**src/rtl/stream_block_reducer_if.sv**
```systemverilog
// Word-stream handshake and block-result bundle for stream_block_reducer.
// The ovf signal exists only when STREAM_BLOCK_REDUCER_OVF_EN is defined.
interface stream_block_reducer_if #(
  parameter int DATA_W    = 32,
  parameter int BLOCK_LEN = 16
);
  localparam int CW = $clog2(BLOCK_LEN + 1);

  logic [DATA_W-1:0] din;
  logic              wen;
  logic              flush;
  logic              rdy;
  logic [DATA_W-1:0] dout;
  logic [CW-1:0]     words;
  logic              done;
`ifdef STREAM_BLOCK_REDUCER_OVF_EN
  logic              ovf;

  modport master (output din, wen, flush, input rdy, dout, words, done, ovf);
  modport slave  (input din, wen, flush, output rdy, dout, words, done, ovf);
`else
  modport master (output din, wen, flush, input rdy, dout, words, done);
  modport slave  (input din, wen, flush, output rdy, dout, words, done);
`endif
endinterface

```
**src/rtl/stream_block_reducer.sv**
```systemverilog
// Streaming block reducer (sum / XOR / unsigned max) with early flush.
// Optional sum-overflow flag on ovf when STREAM_BLOCK_REDUCER_OVF_EN is defined.
module stream_block_reducer #(
  parameter int DATA_W    = 32,
  parameter int BLOCK_LEN = 16,
  parameter int MODE      = 0
) (
  input  logic                  clk,
  input  logic                  rst_n,
  stream_block_reducer_if.slave bus
);
  localparam int CW = $clog2(BLOCK_LEN + 1);
  localparam logic [CW-1:0] LEN = CW'(BLOCK_LEN);

  generate
    if (MODE < 0 || MODE > 2) begin : g_bad_mode
      $error("stream_block_reducer: MODE must be 0, 1 or 2");
    end
  endgenerate

  typedef enum logic [1:0] {IDLE, ACC, OUT} state_t;

  state_t            state;
  logic [CW-1:0]     cnt;
  logic [DATA_W-1:0] acc;
  logic              take;
  logic [DATA_W-1:0] sum;
  logic [DATA_W-1:0] op_res;
  logic [DATA_W-1:0] acc_nxt;
  logic [CW-1:0]     cnt_nxt;
  logic              close;

  assign take = bus.wen && bus.rdy;

`ifdef STREAM_BLOCK_REDUCER_OVF_EN
  logic [DATA_W:0] sum_ext;
  logic            carry;
  logic            flag;
  logic            flag_nxt;

  assign sum_ext = {1'b0, acc} + {1'b0, bus.din};
  assign sum     = sum_ext[DATA_W-1:0];
  assign carry   = sum_ext[DATA_W];
`else
  assign sum = acc + bus.din;
`endif

  always_comb begin
    case (MODE)
      0:       op_res = sum;
      1:       op_res = acc ^ bus.din;
      default: op_res = (bus.din > acc) ? bus.din : acc;
    endcase
  end

  // Next accumulator/count and whether this edge closes the block.
  always_comb begin
    acc_nxt = acc;
    cnt_nxt = cnt;
    close   = 1'b0;
    case (state)
      IDLE: begin
        if (take) begin
          acc_nxt = bus.din;
          cnt_nxt = CW'(1);
          close   = bus.flush;
        end
      end
      ACC: begin
        if (take) begin
          acc_nxt = op_res;
          cnt_nxt = cnt + 1'b1;
        end
        close = bus.flush || (take && (cnt_nxt == LEN));
      end
      default: ;
    endcase
  end

`ifdef STREAM_BLOCK_REDUCER_OVF_EN
  always_comb begin
    flag_nxt = flag;
    if (take) begin
      if (state == IDLE)
        flag_nxt = 1'b0;
      else if (state == ACC)
        flag_nxt = flag | ((MODE == 0) && carry);
    end
  end
`endif

  always_ff @(posedge clk or negedge rst_n) begin
    if (!rst_n) begin
      state     <= IDLE;
      cnt       <= '0;
      acc       <= '0;
      bus.rdy   <= 1'b0;
      bus.done  <= 1'b0;
      bus.dout  <= '0;
      bus.words <= '0;
`ifdef STREAM_BLOCK_REDUCER_OVF_EN
      flag      <= 1'b0;
      bus.ovf   <= 1'b0;
`endif
    end else begin
      case (state)
        OUT: begin
          state    <= IDLE;
          cnt      <= '0;
          bus.rdy  <= 1'b1;
          bus.done <= 1'b0;
        end
        default: begin
          acc      <= acc_nxt;
          cnt      <= cnt_nxt;
          bus.rdy  <= !close;
          bus.done <= close;
`ifdef STREAM_BLOCK_REDUCER_OVF_EN
          flag     <= flag_nxt;
`endif
          if (close) begin
            state     <= OUT;
            bus.dout  <= acc_nxt;
            bus.words <= cnt_nxt;
`ifdef STREAM_BLOCK_REDUCER_OVF_EN
            bus.ovf   <= (MODE == 0) && flag_nxt;
`endif
          end else if (take) begin
            state <= ACC;
          end
        end
      endcase
    end
  end
endmodule

```
**src/flat_wrapper.sv**
```systemverilog
// flat-port wrapper written by rule: the top's interface ports become plain ports
module stream_block_reducer_flat 
#(
  parameter int DATA_W    = 32,
  parameter int BLOCK_LEN = 16,
  parameter int MODE      = 0
)
  (clk, rst_n, bus_din, bus_wen, bus_flush, bus_rdy, bus_dout, bus_words, bus_done);
  stream_block_reducer_if #(.DATA_W(DATA_W), .BLOCK_LEN(BLOCK_LEN)) bus_i ();
  input  logic clk;
  input  logic rst_n;
  input wire logic [$bits(bus_i.din)-1:0] bus_din;
  input wire logic [$bits(bus_i.wen)-1:0] bus_wen;
  input wire logic [$bits(bus_i.flush)-1:0] bus_flush;
  output wire logic [$bits(bus_i.rdy)-1:0] bus_rdy;
  output wire logic [$bits(bus_i.dout)-1:0] bus_dout;
  output wire logic [$bits(bus_i.words)-1:0] bus_words;
  output wire logic [$bits(bus_i.done)-1:0] bus_done;
  assign bus_i.din = bus_din;
  assign bus_i.wen = bus_wen;
  assign bus_i.flush = bus_flush;
  assign bus_rdy = bus_i.rdy;
  assign bus_dout = bus_i.dout;
  assign bus_words = bus_i.words;
  assign bus_done = bus_i.done;
  stream_block_reducer #(.DATA_W(DATA_W), .BLOCK_LEN(BLOCK_LEN), .MODE(MODE)) u_core (.clk(clk), .rst_n(rst_n), .bus(bus_i));
endmodule
```
**config.mk**
```make
export PLATFORM = sky130hd
export DESIGN_NAME = stream_block_reducer_flat
export DESIGN_NICKNAME = d
export VERILOG_FILES = /design/src/rtl/stream_block_reducer_if.sv /design/src/rtl/stream_block_reducer.sv /design/src/flat_wrapper.sv
export SDC_FILE = /design/constraint.sdc
export NUM_CORES = 1
export LEC_CHECK = 0
export BUFFER_PORTS_ARGS = -buffer_cell sky130_fd_sc_hd__buf_2
export CORE_ASPECT_RATIO = 1.5
export CORE_MARGIN = 5
export CORE_UTILIZATION = 64
export CTS_BUF_LIST = sky130_fd_sc_hd__clkbuf_2 sky130_fd_sc_hd__clkbuf_4 sky130_fd_sc_hd__clkbuf_8
export DETAILED_ROUTE_END_ITERATION = 12
export PLACE_DENSITY = 0.95
export SLEW_MARGIN = 15
export SYNTH_ARGS = -nofsm -noshare
export SYNTH_HDL_FRONTEND = slang
export SYNTH_SLANG_ARGS = --single-unit
export TNS_END_PERCENT = 100
```
**constraint.sdc**
```tcl
create_clock -name clk -period 5.6 [get_ports clk]
set_input_delay 0.28 -clock clk [delete_from_list [all_inputs] [get_ports clk]]
set_output_delay 0.28 -clock clk [all_outputs]
set_load 0.1 [all_outputs]
```
### Word level (Yosys, flattened, before mapping)

Index checks and enable logic that the tools add are counted.

| cells by class | value |
|---|---|
| add/subtract/negate cells | 2 |
| equality and inequality tests | 3 |
| muxes and demuxes | 15 |
| bitwise gates (word level) | 1 |
| reduce and logical (&&, ||, !) cells | 7 |

Operator list:

| operator | count |
|---|---|
| $mux 32 | 2 |
| $pmux 32 s2 | 1 |
| $add 32x32->32 | 1 |
| $mux 5 | 4 |
| $pmux 5 s2 | 1 |
| $mux 2 | 3 |
| $add 5x1->5 const B | 1 |
| $eq 5x5->1 const B | 1 |
| $mux 1 | 3 |
| $reduce_bool 3->1 | 1 |
| $eq 2x1->1 const B | 1 |
| $eq 2x2->1 const B | 1 |
| $logic_and 1x1->1 | 2 |
| $logic_not 2->1 | 1 |
| $pmux 1 s2 | 1 |
| $reduce_and 2->1 | 1 |
| $logic_not 1->1 | 1 |
| $logic_or 1x1->1 | 1 |
| $not 1->1 | 1 |

| storage, ports and cells | value |
|---|---|
| flip-flop bits (word level) | 78 |
| input port bits | 36 |
| output and inout bits | 39 |
| word-level logic and storage cells | 35 |

### Logic depth before layout (Yosys ltp)

Gate-level depths: netlist of run 1.

| depth | value |
|---|---|
| word-level depth | 9 |
| depth in mapped cells | 12 |
| gate-level depth less buffers | 10 |

### Worst setup path after synthesis of run 1

No wires, ideal clock.

| timing | value |
|---|---|
| kind | register to register |
| start point | register u_core.bus.rdy |
| end point | register u_core.bus.dout[11] |
| library setup time | 0.125 ns |
| arrival time | 2.955 ns |
| required time | 5.475 ns |
| setup slack | 2.520 ns |
| cell stages (with the launch flop) | 11 |
| buffers on the path | 3 |
| period minus slack after synthesis | 3.080 ns |
| cell sequence | dfrtp_1 and2_1 buf_2 inv_2 clkbuf_1 ha_1 nor3_1 a41oi_2 inv_2 buf_2 mux2_2 |

| on the way | value |
|---|---|
| cells in the longest elaborated chain, start to end | 8 |
| elaborated cells between the ends (all ways) | 12 |
| those cells by class | eq/ne: 1; mux: 7; reduce/logical: 4 |

Ends and longest elaborated chain:

| element | line | text |
|---|---|---|
| start: declaration | stream_block_reducer_if.sv:23 | `modport slave (input din, wen, flush, output rdy, dout, words, done);` |
| start signal: assignment | stream_block_reducer.sv:116 | `bus.rdy <= !close;` |
| $logic_and 1x1->1 * | stream_block_reducer.sv:33 | `assign take = bus.wen && bus.rdy;` |
| $mux 5 | stream_block_reducer.sv:70 | `if (take) begin` |
| $mux 5 | stream_block_reducer.sv:61 | `case (state)` |
| $eq 5x5->1 | stream_block_reducer.sv:74 | `close = bus.flush \|\| (take && (cnt_nxt == LEN));` |
| $logic_and 1x1->1 | stream_block_reducer.sv:74 |  |
| $logic_or 1x1->1 | stream_block_reducer.sv:74 |  |
| $pmux 1 s2 | stream_block_reducer.sv:61 |  |
| $reduce_and 2->1 (no line) | -- |  |
| end signal: assignment | stream_block_reducer.sv:123 | `bus.dout <= acc_nxt;` |
| end: declaration | stream_block_reducer_if.sv:23 |  |

Mark *: on every way between the ends. The rest lies on a longest branch, timed or not. The select of a mux whose other input is x is not followed.
A chain may end at the register's enable or synchronous reset.

### Final worst setup path of run 1

| timing | value |
|---|---|
| start point | register u_core.bus.rdy |
| end point | register u_core.bus.dout[25] |

The elaborated chain is that of the path after synthesis.

==> results of run 1 <==
## registers in the layout, summed over array words and instances (netlist names)
name,count
u_core.acc,32
u_core.bus.done,1
u_core.bus.dout,32
u_core.bus.rdy,1
u_core.bus.words,5
u_core.cnt,5
u_core.state,2
## cell families (layout without fill, tap and decap cells)
family,Yosys count,after routing
buf+inv,53,109
compound gates,210,210
mux,24,24
simple gates,225,225
fa+ha+maj,34,34
flops,78,78
xor+xnor,23,23
## cell type report
class / count / area, um2 / share of cell area
Clock inverter: 5 / 41.3 / 0.00680
Timing Repair Buffer: 79 / 410 / 0.0675
Clock buffer: 11 / 151 / 0.0249
Tap cell: 107 / 134 / 0.0220
Inverter: 14 / 52.6 / 0.00865
Sequential cell: 78 / 1950 / 0.321
Multi-Input combinational cell: 516 / 3330 / 0.549
## synth_stat cells, drive strengths merged (4+ instances only)
cell / instances / area [um2]
xor2: 7 / 61.3
o22ai: 5 / 31.3
mux2i: 19 / 190
or3: 7 / 48.8
ha: 33 / 413
nand4: 9 / 56.3
inv: 14 / 52.6
nor2b: 8 / 50.1
nand3: 8 / 45.0
mux2: 5 / 56.3
nor3: 13 / 65.1
nand2: 86 / 323
a21oi: 60 / 304
a211oi: 15 / 113
xnor2: 16 / 140
o21bai: 5 / 37.5
clkbuf: 29 / 130
and2: 9 / 58.8
o41ai: 8 / 77.6
a31oi: 8 / 50.1
nand2b: 5 / 31.3
dfrtp: 78 / 1950
a21o: 26 / 198
buf: 9 / 52.6
nor2: 58 / 218
o31ai: 7 / 52.6
o211ai: 4 / 30.0
o21ai: 40 / 204
and3: 12 / 75.1
## worst paths after layout
kind | end | slack [ps] | cells past startpoint
max in group asynchronous | u_core.acc[20] | 4880 | 1
min in group clk | u_core.acc[31] | 180 | 2
worst min-delay path | u_core.bus.dout[5] | 70 | 1
worst max register to register | u_core.bus.dout[25] | 2360 | 9
worst max-delay path | u_core.bus.dout[25] | 2360 | 9
worst min register to register | u_core.bus.dout[1] | 470 | 2
## metal layers
metal	up-vias	track usage	wire length [um]
met3	56	0.0516	1000
met5	-	0	0
li1	2463	-	-
met1	2533	0.344	5720
met2	226	0.533	8040
met4	0	0.150	637
## per-stage QoR
stage	hold slack, ps	worst slack [ps]
3_5_place_dp	451	2470
3_3_place_gp	445	2590
5_1_grt	134	2280
4_1_cts	105	2440
6_report	67.7	2360
2_1_floorplan	-15.6	2520
## worst register-to-register path, delay by kind of cell (launching register included)
kind | cells | cell delay, ps
AND/OR/NAND/NOR | 2 | 470
buffers and inverters | 3 | 1270
adder cells (fa/ha/maj) | 1 | 400
AO/OA/AOI/OAI | 3 | 630
flip-flops | 1 | 360
==> flow_metrics.py, run 1 <==
metrics = {
    "outcome": {
        "status": "completed",
    },
    "timing": {
        "min_period_over_period": 0.578,
        "finalMaxSlewViolations": 0,
        "worst_slew_pin_slew_ps": 998,
        "setup_violations": 0,
        "finClkSkew_ps": 8.26,
        "finalHoldViolations": 0,
        "setup_tns_ps": 0,
        "slew_headroom": 0.335,
        "rsz0062_at_grt": "no",
        "period_needed_ps": 3240,
        "clock.fmax_mhz": 309,
    },
    "setup_path": {
        "setup.worst_path.start_class": "flop",
        "startpoint": "u_core.bus.rdy",
        "critPathMaxStageDelay_ps": 510,
        "r2r_start": "u_core.bus.rdy",
        "cpLargestDelayFamily": "buffers and inverters",
        "cpMostUsedCell": "inv_2",
        "path_max_fanout": 36,
        "worstSetupPathType": "reg2reg",
        "crit_buf_inv": 3,
        "worstPathCellList": "and2_1 > buf_4 > inv_2 > ha_1 > nor3_1 > a41oi_4 > inv_2 > o21ai_0 > o22a_1",
        "crit_required_ps": 5870,
        "end_kind": "flop",
        "arrival_ps": 3500,
        "slowest_stage": "inv_2",
    },
    "clocking": {
        "tritoncts": "done",
        "cts_setup_buffers": 0,
        "clock-sinks": 78,
        "cts.htree.levels": 3,
        "clk_path_buf_depth": 2,
        "hold_buffers": 0,
        "cts_resized": 0,
        "clk_pin_slew_ps": 90,
        "cts_root_buffer": "clkbuf_8",
        "numCtsBuffers": 9,
        "clk_latency_ps": 370,
    },
    "drt": {
        "drtPass1Iterations": 7,
        "antenna_left": 0,
        "drc": 0,
        "drt_iter0_markers": 446,
        "routedWlPerCell_um": 19.0,
        "num_vias": 5278,
        "viasPerCell": 6.52,
        "wl_mm": 15.4,
    },
    "placed_design": {
        "dp.cells": 794,
        "gp_congestion": 0.943,
        "port_buffers": 74,
        "hpwlAfterDp_mm": 10.9,
        "placed_area_um2": 5880,
    },
    "layout": {
        "final_area_um2": 6080,
        "drive_above_1_share": 0.168,
        "final_common_cell": "nand2_1",
        "diodes": 0,
        "nets": 768,
        "stdcell_count": 810,
        "area_delta_synth_final_pct": 10.0,
        "final_cell_mix": "nand2_1 (86), dfrtp_1 (78), buf_2 (73)",
        "fillers": 648,
        "fin_util": 0.722,
    },
    "synth": {
        "yosysWarnings": 0,
        "synth_fp_nets": 717,
        "synth.avg_cell_area_um2": 8.53,
        "synth_fa_ha_area_frac": 0.0784,
        "synth_top_family_by_area": "compound AO/OA/AOI/OAI gates",
        "synth-compound-area-share": 0.252,
        "synth_mux_area_frac": 0.0446,
        "ys_async_sr_fraction": 1.00,
        "synth_seq_cells": 78,
        "synth-edff-count": 0,
        "ys.flop_type": "dfrtp_1",
        "ys_seq_area_frac": 0.354,
        "ys_types": 74,
        "yosys.area_share.simple": 0.190,
        "synth-xor-area-share": 0.0365,
        "netlist_instances": 647,
        "netlist_area_um2": 5520,
    },
    "die": {
        "dieHeight_um": 124,
        "die_w_um": 85.8,
        "start_util": 0.656,
        "die_area_um2": 10600,
        "core_area_um2": 8410,
        "io_pins": 75,
        "row_count": 41,
    },
    "global_routing": {
        "grt_max_degree": 79,
        "grt.overflow.total": 0,
        "grt_pass1_vias": 5342,
        "antenna_found_initial": 0,
        "grt_usage": 0.299,
        "grt_pass1_wl_mm": 25.1,
    },
    "job": {
        "cap_violations": 0,
    },
    "min_path": {
        "hold_class": "in2async",
    },
}
Power of run 1 is left out: the tool's default activity adds up to more than one toggle a clock period on the data nets, which glitch-free logic cannot reach.
==> run 2: changes to the inputs <==
--- a/config.mk
+++ b/config.mk
@@ -8,10 +8,10 @@
 export BUFFER_PORTS_ARGS = -buffer_cell sky130_fd_sc_hd__buf_2
 export CORE_ASPECT_RATIO = 1.5
 export CORE_MARGIN = 5
-export CORE_UTILIZATION = 64
+export CORE_UTILIZATION = 60
 export CTS_BUF_LIST = sky130_fd_sc_hd__clkbuf_2 sky130_fd_sc_hd__clkbuf_4 sky130_fd_sc_hd__clkbuf_8
 export DETAILED_ROUTE_END_ITERATION = 12
-export PLACE_DENSITY = 0.95
+export PLACE_DENSITY = 0.94
 export SLEW_MARGIN = 15
 export SYNTH_ARGS = -nofsm -noshare
 export SYNTH_HDL_FRONTEND = slang
==> constraint.sdc (replaced) <==
create_clock -name clk -period 3 [get_ports clk]
set_input_delay 0.15 -clock clk [delete_from_list [all_inputs] [get_ports clk]]
set_output_delay 0.15 -clock clk [all_outputs]
set_load 0.1 [all_outputs]
==> flow_metrics.py, run 2 (synthesis gave the netlist of run 1 again) <==
metrics = {
    "die": {
        "die_area_um2": 11300,
        "io_pins": 75,
        "dieHeight_um": 127,
        "die_w_um": 88.3,
        "row_count": 43,
        "start_util": 0.604,
        "core_area_um2": 9150,
    },
    "clocking": {
        "numCtsBuffers": 9,
        "cts_root_buffer": "clkbuf_8",
        "clk_pin_slew_ps": 90,
        "clk_path_buf_depth": 2,
        "cts.htree.levels": 3,
        "cts_setup_buffers": 0,
        "clock-sinks": 78,
        "tritoncts": "done",
        "clk_latency_ps": 380,
    },
    "layout": {
        "drive_above_1_share": 0.179,
        "final_common_cell": "nand2_1",
        "fillers": 735,
        "area_delta_synth_final_pct": 11.4,
        "diodes": 0,
        "reg_top3": "u_core.acc (32), u_core.bus.dout (32)",
        "nets": 773,
        "final_cell_mix": "nand2_1 (86), dfrtp_1 (77), buf_2 (73)",
    },
    "setup_path": {
        "setup.worst_path.start_class": "flop",
        "arrival_ps": 3090,
        "r2r-end": "u_core.acc[28]",
        "r2r_cells": 10,
        "worstSetupPathType": "reg2reg",
        "startpoint": "u_core.acc[0]",
        "crit_required_ps": 3230,
        "end_kind": "flop",
        "reg2reg_slack_ps": 130,
        "r2r_start": "u_core.acc[0]",
        "path_max_fanout": 4,
    },
    "drt": {
        "drc": 0,
        "viasPerCell": 6.49,
        "routedWlPerCell_um": 18.5,
        "drt_iter0_markers": 476,
        "wl_mm": 15.1,
        "num_vias": 5321,
        "drtPass1Iterations": 5,
        "antenna_left": 0,
    },
    "min_path": {
        "min_to": "u_core.acc[31]",
        "hp-start": "bus_din[31]",
        "min_delay_path_depth": 2,
        "hold_class": "in2reg",
    },
    "global_routing": {
        "grt_usage": 0.279,
        "grt_max_degree": 79,
        "grt_pass1_vias": 5433,
        "grt_pass1_wl_mm": 25.2,
        "grt.overflow.total": 0,
        "antenna_found_initial": 0,
    },
    "timing": {
        "finClkSkew_ps": 17.5,
        "finalMaxSlewViolations": 0,
        "worst_slew_pin_slew_ps": 972,
        "min_period_over_period": 0.956,
        "clock.fmax_mhz": 349,
        "finalHoldViolations": 0,
        "setup_tns_ps": 0,
        "slew_headroom": 0.352,
        "timing.hold.ws_ps": 33.2,
        "rsz0062_at_grt": "yes",
        "period_needed_ps": 2870,
        "setup_violations": 0,
    },
    "outcome": {
        "status": "completed",
    },
    "placed_design": {
        "hpwlAfterDp_mm": 10.6,
        "gp_congestion": 1.06,
        "port_buffers": 74,
    },
    "job": {
        "cap_violations": 0,
    },
}
==> run 2: per-stage QoR <==
| step | cell area, um2 | instances | setup WS [ps] | utilization |
|---|---|---|---|---|
| floorplan | 5520 | 647 | 154 | - |
| global placement | 5920 | 803 | 254 | 0.647 |
| detailed placement | 5920 | 803 | 39.2 | 0.647 |
| CTS | 6120 | 820 | 118 | 0.670 |
| global route | 6150 | 820 | -26.3 | 0.672 |
| finish | 6150 | 820 | 131 | 0.672 |
==> run 2: critical path, cell delays in order, from the launching register on <==
cell and delay [ps]:
dfrtp_1 390, ha_1 210, fa_1 410, a21o_1 260, a221oi_4 340, or3_4 220, a2111o_1 150, nand3_2 120
o22ai_2 200, mux2i_2 270, o211ai_1 140
==> run 2: final cells by class <==
cell class | count | area, um2 | area share
Clock inverter | 5 | 42.5 | 0.00692
Multi-Input combinational cell | 516 | 3370 | 0.547
Timing Repair Buffer | 84 | 450 | 0.0732
Sequential cell | 78 | 1950 | 0.318
Clock buffer | 11 | 145 | 0.0236
Tap cell | 112 | 140 | 0.0228
Inverter | 14 | 52.6 | 0.00855
==> run 2: how the worst max path moves through the flow <==
stage,end,slack [ps],depth (start not counted)
detailed placement,u_core.acc[28],40,10
CTS,u_core.acc[28],120,10
global placement,u_core.acc[28],250,10
floorplan,u_core.bus.dout[11],150,10
finish,u_core.acc[28],130,10
global route,u_core.acc[28],-30,10
==> run 2: layer usage <==
metal  routed length [um]  vias up  global-route usage
li1                     -     2467                   -
met1                 5820     2552               0.333
met2                 7800      243               0.476
met3                  922       59              0.0432
met4                  596        0               0.147
met5                    0        -                   0
==> run 2: repair_timing <==
item | CTS | global route
hold buffers | 1 | 0
pin swaps | 0 | 2
gates cloned | 0 | 0
endpoints found under the hold margin | 78 | 0
resized for setup | 1 | 4
endpoints found under the setup margin | 1 | 4
Power of run 2 is left out for the same reason.
